`src/rtl/p405s_timer_pit_status.sv`:
```
// rtl/p405s_timer_pit_status.sv - PIT/FIT status bits, overrun tracking and interrupt request handshake
// Holds TSR PIS/FIS plus their sticky overrun bits and drives the timer interrupt request to the exception unit.
module p405s_timer_pit_status (
   input  logic        CB,
   input  logic        coreReset,
   input  logic        hwSetPitStatus,
   input  logic        hwSetFitStatus,
   input  logic        PCL_mtSPR,
   input  logic        PCL_sprHold,
   input  logic        tsrDcd,
   input  logic [0:31] sprDataIn,
   input  logic        tcrPIE,
   input  logic        tcrFIE,
   input  logic        EXU_timerIntAck,
   output logic        tsrPis,
   output logic        tsrFis,
   output logic        tsrPitOvr,
   output logic        tsrFitOvr,
   output logic        timerIntReq,
   output logic [0:1]  timerIntVec
);

   typedef enum logic [1:0] {
      IDLE     = 2'b00,
      REQ      = 2'b01,
      WAIT_CLR = 2'b10
   } state_t;

   state_t state;
   logic   src_pit;

   logic tsr_write;
   logic clr_pis, clr_fis, clr_pit_ovr, clr_fit_ovr;
   logic set_pit_ovr, set_fit_ovr;
   logic pit_pend, fit_pend, src_pend;
   logic unused_spr_bits;

   assign tsr_write   = PCL_mtSPR & tsrDcd & ~PCL_sprHold;
   assign clr_pis     = tsr_write & sprDataIn[4];
   assign clr_fis     = tsr_write & sprDataIn[5];
   assign clr_pit_ovr = tsr_write & sprDataIn[6];
   assign clr_fit_ovr = tsr_write & sprDataIn[7];

   // A pulse landing on an already-set bit is an overrun unless software is clearing that bit now.
   assign set_pit_ovr = hwSetPitStatus & tsrPis & ~clr_pis;
   assign set_fit_ovr = hwSetFitStatus & tsrFis & ~clr_fis;

   assign pit_pend = tsrPis & tcrPIE;
   assign fit_pend = tsrFis & tcrFIE;
   assign src_pend = src_pit ? pit_pend : fit_pend;

   assign unused_spr_bits = ^{sprDataIn[0:3], sprDataIn[8:31]};

   // Set always beats a simultaneous W1C so no hardware event is dropped.
   always_ff @(posedge CB or posedge coreReset) begin
      if (coreReset) begin
         tsrPis    <= 1'b0;
         tsrFis    <= 1'b0;
         tsrPitOvr <= 1'b0;
         tsrFitOvr <= 1'b0;
      end else begin
         tsrPis    <= hwSetPitStatus | (tsrPis & ~clr_pis);
         tsrFis    <= hwSetFitStatus | (tsrFis & ~clr_fis);
         tsrPitOvr <= set_pit_ovr | (tsrPitOvr & ~clr_pit_ovr);
         tsrFitOvr <= set_fit_ovr | (tsrFitOvr & ~clr_fit_ovr);
      end
   end

   // Request handshake; the source is frozen from entry to REQ until the FSM is back in IDLE.
   always_ff @(posedge CB or posedge coreReset) begin
      if (coreReset) begin
         state       <= IDLE;
         src_pit     <= 1'b0;
         timerIntReq <= 1'b0;
         timerIntVec <= 2'b00;
      end else begin
         case (state)
            IDLE: begin
               if (pit_pend | fit_pend) begin
                  state       <= REQ;
                  src_pit     <= pit_pend;
                  timerIntReq <= 1'b1;
                  timerIntVec <= pit_pend ? 2'b10 : 2'b01;
               end
            end
            REQ: begin
               if (EXU_timerIntAck) begin
                  state       <= WAIT_CLR;
                  timerIntReq <= 1'b0;
                  timerIntVec <= 2'b00;
               end else if (!src_pend) begin
                  state       <= IDLE;
                  timerIntReq <= 1'b0;
                  timerIntVec <= 2'b00;
               end
            end
            WAIT_CLR: begin
               if (!src_pend) begin
                  state <= IDLE;
               end
            end
            default: begin
               state       <= IDLE;
               timerIntReq <= 1'b0;
               timerIntVec <= 2'b00;
            end
         endcase
      end
   end

endmodule

```
`config.mk`:
```
export PLATFORM = sky130hd
export DESIGN_NAME = p405s_timer_pit_status
export DESIGN_NICKNAME = d
export VERILOG_FILES = /design/src/rtl/p405s_timer_pit_status.sv
export SDC_FILE = /design/constraint.sdc
export NUM_CORES = 1
export LEC_CHECK = 0
export ABC_AREA = 1
export CORE_MARGIN = 3
export CORE_UTILIZATION = 29
export DETAILED_ROUTE_END_ITERATION = 6
export PLACE_DENSITY = 0.82
export SYNTH_ARGS = -nofsm -noshare
export SYNTH_HDL_FRONTEND = slang
export SYNTH_SLANG_ARGS = --single-unit
export TNS_END_PERCENT = 100
```
`constraint.sdc`:
```
create_clock -name CB -period 2.05 [get_ports CB]
set_input_delay 0.41 -clock CB [delete_from_list [all_inputs] [get_ports CB]]
set_output_delay 0.41 -clock CB [all_outputs]
set_load 0.01 [all_outputs]
```
# --- Word level (Yosys, flattened, before mapping) ---
# Index checks and enable logic that the tools add are counted.
classes:
  n_eq_ne: 4
  n_mux: 14
  bitwise: 27
  reduce_logical: 3
op_table:
  columns: ["operator", "count"]
  rows:
  - ["1-bit bitwise AND", 16]
  - ["2-bit two-way mux", 7]
  - ["2-bit case mux with 3 select lines", 2]
  - ["1-bit inverter", 6]
  - ["1-bit bitwise OR", 5]
  - ["1-bit two-way mux", 4]
  - ["3-bit != test (second input constant)", 1]
  - ["1-bit case mux with 3 select lines", 1]
  - ["3-bit AND reduction", 1]
  - ["2-bit by 1-bit == test with 1-bit output (second input constant)", 1]
  - ["2-bit == test (second input constant)", 1]
  - ["2-bit logical NOT", 1]
  - ["2-bit != test (second input constant)", 1]
  - ["2-bit AND reduction", 1]
word_totals:
  reg_bits: 10
  output_inout_bits: 7

# --- Depth between registers and ports, before layout ---
logic_depth:
  word_depth: 6
  depth_mapped: 7
  depth_no_buf: 7

# --- Least setup slack after synthesis ---
# Ideal clock, no wire load.
synth_path:
  path_type: "reg-to-reg"
  startpoint: "register tsrPis"
  endpoint: "register timerIntVec[0] in the netlist's numbering"
  setup_time_ns: 0.118
  arrival_ns: 0.866
  required_ns: 1.932
  slack_ns: 1.066
  stages_incl_launch_ff: 8
  n_path_buf: 0
  cell_sequence: "dfrtp_1 nand2_1 nand3_1 nand2_1 inv_1 nand2_2 nand2_1 nand2_1"
synth_between:
  elab_chain_len: 4
  elab_cells_between_ends: 9
synth_lines:
  columns: ["item", "line", "source"]
  rows:
  - ["start, declared", "15", "output logic tsrPis,"]
  - ["start signal, assigned", "62", "tsrPis <= hwSetPitStatus | (tsrPis & ~clr_pis);"]
  - ["1-bit bitwise AND (*)", "48", "assign pit_pend = tsrPis & tcrPIE;"]
  - ["1-bit two-way mux (tied with other cells)", "50", "assign src_pend = src_pit ? pit_pend : fit_pend;"]
  - ["3-bit != test (no source line) (tied with other cells)", null, null]
  - ["3-bit AND reduction (no source line) / 2-bit case mux with 3 select lines (equally long branches)", null, null]
  - ["end signal, assigned", "83", "timerIntVec <= pit_pend ? 2'b10 : 2'b01;"]
  - ["end, declared", "20", "output logic [0:1] timerIntVec"]
# Mark *: on every way between the ends. The rest lies on a longest branch, timed or not. The select of a mux whose other input is x is not followed.
# A chain may end at the register's enable or synchronous reset.

# --- Worst setup path after layout ---
layout_path:
  startpoint: "register tsrPis"
  endpoint: "output port tsrPis"
# No word-level cell between the ends.

==> results.yml <==
worst_setup_path:
  crit_family: "buffers and inverters"
  crit_path_start_kind: "register"
  crit_path_top_delay_cell: "clkdlybuf4s50_1"
  crit_arrival_ps: 1230
  cp.required_ps: 1640
  path_class: "register to output pin"
  crit_fanout: 5
  max_stage_delay_ps: 560
  end_kind: "output pin"
  cp_cell_sequence: "clkdlybuf4s50_1"
  crit_buf_inv: 1
synth:
  ys.flop_type: "dfrtp_1"
  synth-edff-count: 0
  synth_area_um2: 457
  ys_seq_area_frac: 0.548
  ys.warnings.count: 0
  syn_area_per_cell_um2: 8.01
  synth_seq_cells: 10
  synth_cell_types: 13
  ys_top_cells_by_count: "nand2_1, dfrtp_1, inv_1, nand3_1"
  post-synth-top-count-cell: "nand2_1"
  syn-num-nets: 99
  synth_top_area_frac: 0.548
  synth_top_area_cell: "dfrtp_1"
  synth_area_leaders: "dfrtp_1, nand2_1, inv_1"
  synth_cells: 57
  async_flop_share: 1.00
timing:
  finalSetupTns_ps: 0
  slew_headroom: 0.741
  whs_ps: 426
  fin_crit_sh: 0.800
  finalCriticalPeriod_ps: 1640
  fmax_mhz: 610
  setup-violations-final: 0
  rsz0062_at_grt: "no"
  skew_ps: 1.51
  finalMaxSlewViolations: 0
  max_slew.worst_pin.slew_ps: 387
  final-hold-violation-count: 0
cts:
  post_cts_buffers: 0
  cts_inserted_buffers: 3
  cts_tree: "yes"
  cts_resized: 0
  ctsHoldBuffers: 0
  cts-root-buf: "clkbuf_4"
  clock_latency_ps: 260
  clock_sinks: 10
  clkTransAtPathRegs_ps: 70
  cts_max_path_buffers: 2
  htreeDepth: 1
finish:
  layout-drive-gt1-share: 0.0988
  antenna_cells: 0
  area_growth_pct: 55.9
  nNetsFinal: 124
power:
  p_leak_nw: 0.352
  vdd_drop_max_uv: 399
  powerDensity_nw_per_um2: 1060
floorplan:
  die_x_um: 45.7
  die_h_um: 45.7
  die_area_um2: 2090
  io_pins: 49
  core_area_um2: 1380
  start_util: 0.330
  fp-row-count: 13
placed_design:
  hpwl_um: 783
  io_buffers: 20
  gp_congestion: 0.689
routing:
  ant_nets: 0
  wl_per_cell_um: 9.52
  routed-via-count: 434
  drc: 0
  routed_via_density: 4.52
  drt_iter0_drc: 3
  dr.pass1.iters: 4
  wirelength_um: 914
global_route:
  overflow: 0
  grt_max_degree: 11
  antenna_found_initial: 0
  grt_usage: 0.111
  grt_pass1_vias: 442
  grt_pass1_wl_um: 1650
job:
  drv_cap: 0
run_status:
  status: "finished, final reports clean"
min_path:
  hold_path_class: "input pin to asynchronous set/reset pin"
[registers in the layout, summed over array words and instances, names as in the netlist]
register     flops
state            2
timerIntVec      2
src_pit          1
timerIntReq      1
tsrFis           1
tsrFitOvr        1
tsrPis           1
tsrPitOvr        1
[worst register-to-register path: cells and delay by family (launching register included)]
| kind | cells | cell delay [ps] |
|---|---|---|
| compound gates | 1 | 130 |
| flops | 1 | 420 |
| buf+inv | 2 | 150 |
| simple gates | 3 | 270 |
[stage by stage]
stage / util / worst slack [ps] / power, mW / instance area [um2] / cells
6_report: 0.515 / 409 / 0.751 / 712 / 96
5_1_grt: 0.515 / 339 / 0.813 / 712 / 96
4_1_cts: 0.515 / 401 / 0.763 / 712 / 96
3_5_place_dp: 0.489 / 526 / 0.586 / 676 / 92
3_3_place_gp: 0.489 / 550 / 0.575 / 676 / 92
2_1_floorplan: - / 1070 / 0.464 / 457 / 57
[layer usage]
| metal | track usage | vias to the layer above | share of wire |
|---|---|---|---|
| met2 | 0.181 | 20 | 0.46 |
| li1 | - | 228 | - |
| met4 | 0.0526 | 0 | 0 |
| met3 | 0.0514 | 0 | 0.095 |
| met1 | 0.121 | 186 | 0.44 |
| met5 | 0 | - | 0 |
[cell families (layout without fill, tap and decap cells)]
group,Yosys count,after routing,synth area share
AND/OR/NAND/NOR,35,35,0.326
AO/OA/AOI/OAI,5,5,0.0685
flip-flops,10,10,0.548
buffers and inverters,7,31,0.0575
[area by class of cell]
type / count / area, um2
repair buffers: 20 / 200
clock buffers: 4 / 36.3
fillers: 136 / 671
flip-flops and latches: 10 / 250
multi-input cells: 40 / 180
well taps: 15 / 18.8
inverters: 7 / 26.3
[cell usage in the layout (no fill, tap or decap)]
cell type,n
nand3b_1,1
clkbuf_4,3
o21ai_1,1
dfrtp_1,10
nand2_1,25
clkdlybuf4s50_1,20
nor2_1,1
nand2_2,2
a21boi_1,1
nor2_2,1
nand3_1,4
a21oi_2,1
o21ai_0,2
clkbuf_8,1
nor3_1,1
inv_1,7
[report_power, final]
group          internal, mW  total, mW  switching (mW)
Sequential            0.259      0.305          0.0459
Combinational         0.138      0.273           0.134
Clock                 0.108      0.173          0.0658
Total                 0.505      0.751           0.246
[worst paths after layout]
| path | startpoint | depth (start not counted) | slack [ps] | endpoint |
|---|---|---|---|---|
| setup / recovery | tsrPis | 1 | 410 | tsrPis |
| hold / removal | coreReset | 2 | 430 | tsrFitOvr |
| setup reg to reg | state[1] | 6 | 970 | src_pit |
| hold reg to reg | timerIntVec[0] | 2 | 480 | timerIntVec[0] |
| max in group asynchronous | coreReset | 2 | 1350 | src_pit |
| min in group CB | timerIntVec[0] | 2 | 480 | timerIntVec[0] |
No activity file was read; power rests on OpenSTA's default activity.
